<file path="src/rtl/merge_sort_indexed.sv">
// rtl/merge_sort_indexed.sv - stable iterative merge sort returning original key positions
// One merge write per clock between ping-pong buffers A and B.
module merge_sort_indexed #(
    parameter int N  = 4,
    parameter int W  = 8,
    parameter int IW = $clog2(N)
) (
    input  logic          clk,
    input  logic          rst,
    input  logic          start,
    input  logic          descending,
    input  logic [W-1:0]  data_in  [0:N-1],
    output logic [W-1:0]  data_out [0:N-1],
    output logic [IW-1:0] idx_out  [0:N-1],
    output logic          busy,
    output logic          done
);
    localparam int L  = $clog2(N);
    localparam int PW = (L > 1) ? $clog2(L) : 1;

    typedef enum logic {IDLE, MERGE} state_t;

    state_t        state, state_n;
    logic [W-1:0]  key_a [0:N-1];
    logic [W-1:0]  key_b [0:N-1];
    logic [IW-1:0] idx_a [0:N-1];
    logic [IW-1:0] idx_b [0:N-1];
    logic          desc_r;
    logic [PW-1:0] pass;
    logic [IW-1:0] lo, li, ri;
    logic [IW-1:0] w, l_pos, r_pos, wr_pos;
    logic [W-1:0]  lk, rk, sel_key;
    logic [IW-1:0] lx, rx, sel_idx;
    logic          left_ok, right_ok, take_left;
    logic          run_last, pass_last, final_last, accept;

    // Even passes read A and write B; odd passes the reverse.
    always_comb begin
        w         = IW'(1) << pass;
        l_pos     = lo + li;
        r_pos     = lo + w + ri;
        wr_pos    = lo + li + ri;
        lk        = pass[0] ? key_b[l_pos] : key_a[l_pos];
        lx        = pass[0] ? idx_b[l_pos] : idx_a[l_pos];
        rk        = pass[0] ? key_b[r_pos] : key_a[r_pos];
        rx        = pass[0] ? idx_b[r_pos] : idx_a[r_pos];
        left_ok   = li < w;
        right_ok  = ri < w;
        if (!right_ok)
            take_left = 1'b1;
        else if (!left_ok)
            take_left = 1'b0;
        else
            take_left = desc_r ? (lk >= rk) : (lk <= rk);
        sel_key    = take_left ? lk : rk;
        sel_idx    = take_left ? lx : rx;
        run_last   = ({1'b0, li} + {1'b0, ri} + (IW+1)'(1)) == {w, 1'b0};
        pass_last  = wr_pos == IW'(N - 1);
        final_last = pass_last && (pass == PW'(L - 1));
    end

    always_comb begin
        state_n = state;
        accept  = 1'b0;
        case (state)
            IDLE: begin
                if (start) begin
                    state_n = MERGE;
                    accept  = 1'b1;
                end
            end
            MERGE: begin
                if (final_last)
                    state_n = IDLE;
            end
        endcase
    end

    assign busy = (state == MERGE);

    always_ff @(posedge clk or posedge rst) begin
        if (rst) begin
            state  <= IDLE;
            done   <= 1'b0;
            desc_r <= 1'b0;
            pass   <= '0;
            lo     <= '0;
            li     <= '0;
            ri     <= '0;
            for (int i = 0; i < N; i++) begin
                data_out[i] <= '0;
                idx_out[i]  <= '0;
            end
        end else begin
            state <= state_n;
            done  <= (state == MERGE) && final_last;
            if (accept) begin
                desc_r <= descending;
                pass   <= '0;
                lo     <= '0;
                li     <= '0;
                ri     <= '0;
            end else if (state == MERGE) begin
                if (take_left)
                    li <= li + IW'(1);
                else
                    ri <= ri + IW'(1);
                if (run_last) begin
                    lo <= lo + (w << 1);
                    li <= '0;
                    ri <= '0;
                end
                if (pass_last) begin
                    pass <= pass + PW'(1);
                    lo   <= '0;
                end
                // Result is the destination buffer with this edge's write folded in.
                if (final_last) begin
                    for (int i = 0; i < N; i++) begin
                        data_out[i] <= (wr_pos == IW'(i)) ? sel_key : (pass[0] ? key_a[i] : key_b[i]);
                        idx_out[i]  <= (wr_pos == IW'(i)) ? sel_idx : (pass[0] ? idx_a[i] : idx_b[i]);
                    end
                end
            end
        end
    end

    always_ff @(posedge clk) begin
        if (accept) begin
            for (int i = 0; i < N; i++) begin
                key_a[i] <= data_in[i];
                idx_a[i] <= IW'(i);
            end
        end else if (state == MERGE) begin
            if (pass[0]) begin
                key_a[wr_pos] <= sel_key;
                idx_a[wr_pos] <= sel_idx;
            end else begin
                key_b[wr_pos] <= sel_key;
                idx_b[wr_pos] <= sel_idx;
            end
        end
    end
endmodule

</file>
<file path="config.mk">
export PLATFORM = sky130hd
export DESIGN_NAME = merge_sort_indexed
export DESIGN_NICKNAME = d
export VERILOG_FILES = /design/src/rtl/merge_sort_indexed.sv
export SDC_FILE = /design/constraint.sdc
export NUM_CORES = 1
export LEC_CHECK = 0
export CAP_MARGIN = 40
export CORE_MARGIN = 2
export CORE_UTILIZATION = 25
export DETAILED_ROUTE_END_ITERATION = 12
export HOLD_SLACK_MARGIN = 0.02
export PLACE_DENSITY_LB_ADDON = 0.1
export SLEW_MARGIN = 20
export SYNTH_ARGS = -nofsm -noshare
export SYNTH_HDL_FRONTEND = slang
export SYNTH_SLANG_ARGS = --single-unit
export TNS_END_PERCENT = 10
</file>
<file path="constraint.sdc">
create_clock -name clk -period 6.9 [get_ports clk]
set_input_delay 1.035 -clock clk [delete_from_list [all_inputs] [get_ports clk]]
set_output_delay 1.035 -clock clk [all_outputs]
set_load 0.02 [all_outputs]
</file>
==> run_results.csv <==
group,metric,value,unit
critical_path,crit_required,7.16,ns
clock_network,postCtsHoldBufs,0,
critical_path,cell_by_cell_trace_of_the_critical_path,"clkinv_1 > ha_1 > xnor2_1 > xnor2_2 > buf_4 > mux4_2 > mux2i_1 > ha_1 > a21oi_1 > o21ai_0 > nor4_1 > mux2i_1 > nand2_1 > mux2i_1 > nor2b_1",
grt,groute.layer.met1.usage,19.4,%
floorplanning,initial_core_util,25.4,%
synthesis,syn_avg_cell_area,12.0,um^2
timing,setup-violations-final,0,
timing,final.setup.tns,0,ns
clock_network,clock-sinks,129,
synthesis,synth.yosys.seq_area_share,54.8,%
floorplanning,fp-row-count,59,
routing,final_routed_wirelength,19.6,mm
grt,grt_util_met2,24.2,%
clock_network,cts_buffers,17,
floorplanning,core_area,26100,um^2
critical_path,cp-end-kind,"register",
clock_network,ctsHtreeMaxLevel,4,
routing,detail-route-antenna-nets,0,
floorplanning,floorplan.die.width,167,um
timing,skew,0.0136,ns
grt,grt_remaining_overflow,0,
clock_network,cts.reportedPaths.clkPinSlew,0.07,ns
critical_path,cp_data_arrival_time,5.42,ns
hold_path,hold_class,"register to register",
routing,drcViolationCount,0,
synthesis,ys.flop_type,"sky130_fd_sc_hd__edfxtp_1",
clock_network,source_to_sink_clock_delay_at_the_later_pin_of_the_worst_skew_pair,0.43,ns
floorplanning,area_of_the_die,27800,um^2
grt,via_count_of_the_first_global_routing_pass,4962,
clock_network,cts-resized-gates,0,
cells_and_area,layout.nets,684,
grt,grt_start_max_net_pins,53,
place,place_congestion,0.822,
floorplanning,pin_count,78,
routing,drt_first_iter_violations,257,
routing,post_drt_via_cell_ratio,4.69,
clock_network,cts.path.max_buffers,2,
clock_network,cts_tree,"done",
timing,hold_viol_final,0,
cells_and_area,antenna_cells,0,
grt,antenna_found_initial,1,
critical_path,critPathMaxStageDelay,0.65,ns
clock_network,clockRootBuffer,"sky130_fd_sc_hd__clkbuf_16",
synthesis,post_synth_inst_count,552,
cells_and_area,final_layout_size_suffix_gt1_share,16.4,%
critical_path,critical_path_peak_fanout,14,
timing,slew_viol_final,0,
critical_path,worstSetupPathType,"register to register",
critical_path,critPathTopFamily,"multiplexers",
cells_and_area,fill_cells,2643,
synthesis,synth_enable_flop_cells,80,
status,outcome,"completed",
synthesis,mappedNetlistNets,603,
timing,maxClockFrequency,0.194,GHz
routing,via_count,4599,
grt,met3_usage_grt,3.16,%
place,detailedPlacementHpwl,15.0,mm
timing,tightestPinTransition,0.796,ns
clock_network,post_cts.repair.setup_buffers,0,
synthesis,synth.lib_cells_used.distinct,43,
synthesis,mappedNetlistArea,6620,um^2
place,place_area,7810,um^2
run,drv.max_cap_violation_count,0,
synthesis,ys_ff_latch,129,
grt,grt.total_usage,14.8,%
routing,avgRoutedWirePerCell,20.0,um
critical_path,path_common_cell,"sky130_fd_sc_hd__mux2i_1",
synthesis,ys.warnings.count,0,
grt,grt_pass1_wl,30.8,mm
critical_path,worstPathBufferInverterCount,2,
floorplanning,die_h,167,um
critical_path,setup.worst_path.start_class,"register",
routing,first_pass_iters,5,
critical_path,worst_path_max_delay_cell,"sky130_fd_sc_hd__mux2i_1",
cells_and_area,area_growth_syn_to_layout,26.4,%
synthesis,asyncSetResetFlopFracSynth,38.0,%
place,port_bufs,77,
timing,finalWorstPathRequiredPeriod,5.16,ns
timing,timing.final.crit_share,74.7,%
timing,grt_setup_unrepaired,"no",
timing,slew_headroom,46.8,%
grt,grt.busiest_layer,"met2",
cells_and_area,final_cell_area,8370,um^2
[tightest hold or removal path, stage by stage (launching register included)]
cell	delay [ns]
sky130_fd_sc_hd__dfrtp_1	0.34
sky130_fd_sc_hd__nand2_1	0.05
sky130_fd_sc_hd__nand2_1	0.05
[layer usage]
layer / share of wire [%] / up-vias
li1: - / 2147
met1: 45 / 2306
met2: 49 / 122
met3: 4.0 / 24
met4: 2.3 / 0
met5: 0 / -
[synth_stat cells, types with 7 or more instances]
cell                       count  area share [%]
sky130_fd_sc_hd__nand2_1     164             9.3
sky130_fd_sc_hd__edfxtp_1     80              36
sky130_fd_sc_hd__dfrtp_1      49              19
sky130_fd_sc_hd__o21ai_0      42             3.2
sky130_fd_sc_hd__inv_1        26             1.5
sky130_fd_sc_hd__mux4_2       25             8.5
sky130_fd_sc_hd__mux2i_1      21             3.2
sky130_fd_sc_hd__o21ai_2      15             2.0
sky130_fd_sc_hd__ha_1         14             2.6
sky130_fd_sc_hd__clkbuf_1     12            0.68
sky130_fd_sc_hd__nor2_1       11            0.62
sky130_fd_sc_hd__a21oi_1       8            0.60
sky130_fd_sc_hd__a32oi_1       8             1.1
sky130_fd_sc_hd__buf_2         8            0.60
sky130_fd_sc_hd__mux4_1        7             2.8
sky130_fd_sc_hd__xnor2_1       7            0.93
[layout make-up]
| class | instances | area, um^2 | area share [%] |
|---|---|---|---|
| Sequential cell | 129 | 3630 | 43.3 |
| Timing Repair Buffer | 91 | 901 | 10.8 |
| Clock buffer | 17 | 425 | 5.08 |
| Inverter | 27 | 101 | 1.21 |
| Clock inverter | 15 | 140 | 1.67 |
| Multi-Input combinational cell | 367 | 2760 | 32.9 |
| Tap cell | 335 | 419 | 5.01 |
[flip-flops by register name, summed over array words and instances (netlist names)]
name	cells
key_a	32
pass	1
ri	2
desc_r	1
done	1
idx_a	8
key_b	32
busy	1
data_out	32
lo	1
li	2
idx_b	8
idx_out	8
[cell families after synthesis]
kind of cell,after synthesis,synth area share (%)
AND/OR/NAND/NOR,196,11.9
flip-flops,129,54.8
AO/OA/AOI/OAI,81,7.79
multiplexers,65,17.2
buffers and inverters,56,4.02
adder cells (fa/ha/maj),15,2.95
XOR/XNOR,10,1.32
[path summary, 6_finish.rpt]
| kind | endpoint | slack [ns] | start | cells after the start |
|---|---|---|---|---|
| max in group asynchronous | idx_out[4]$_DFFE_PP0P_ | 5.33 | rst | 3 |
| min | data_out[29]$_DFFE_PP0P_ | 0.47 | data_out[29]$_DFFE_PP0P_ | 2 |
| max | idx_a[0][1]$_SDFFCE_PN0P_ | 1.74 | pass$_DFFE_PP0P_ | 15 |
| max reg2reg | idx_a[0][1]$_SDFFCE_PN0P_ | 1.74 | pass$_DFFE_PP0P_ | 15 |
| min reg2reg | data_out[29]$_DFFE_PP0P_ | 0.47 | data_out[29]$_DFFE_PP0P_ | 2 |
| min in group asynchronous | data_out[13]$_DFFE_PP0P_ | 1.11 | rst | 3 |
[through the flow]
stage	instances	hold WS (ns)	util, %	setup slack, ns
6_report	981	0.474	32.1	1.74
5_1_grt	981	0.512	32.1	1.19
4_1_cts	981	0.484	32.1	1.74
3_5_place_dp	949	0.462	30.0	1.79
3_3_place_gp	942	0.466	29.6	1.54
2_1_floorplan	552	0.453	-	2.33
[placed cells by master (no fill, tap or decap), types with 10 or more instances in the layout]
cell	synthesis	final
sky130_fd_sc_hd__ha_1	14	14
sky130_fd_sc_hd__o21ai_2	15	15
sky130_fd_sc_hd__dfrtp_1	49	49
sky130_fd_sc_hd__clkbuf_16	0	17
sky130_fd_sc_hd__mux4_2	25	25
sky130_fd_sc_hd__o21ai_0	42	42
sky130_fd_sc_hd__buf_4	2	10
sky130_fd_sc_hd__inv_1	26	25
sky130_fd_sc_hd__mux2i_1	21	21
sky130_fd_sc_hd__nand2_1	164	164
sky130_fd_sc_hd__edfxtp_1	80	80
sky130_fd_sc_hd__clkdlybuf4s50_1	0	77
Power is left out: the tool's default activity adds up to more than one toggle a clock period on the data nets, which glitch-free logic cannot reach.
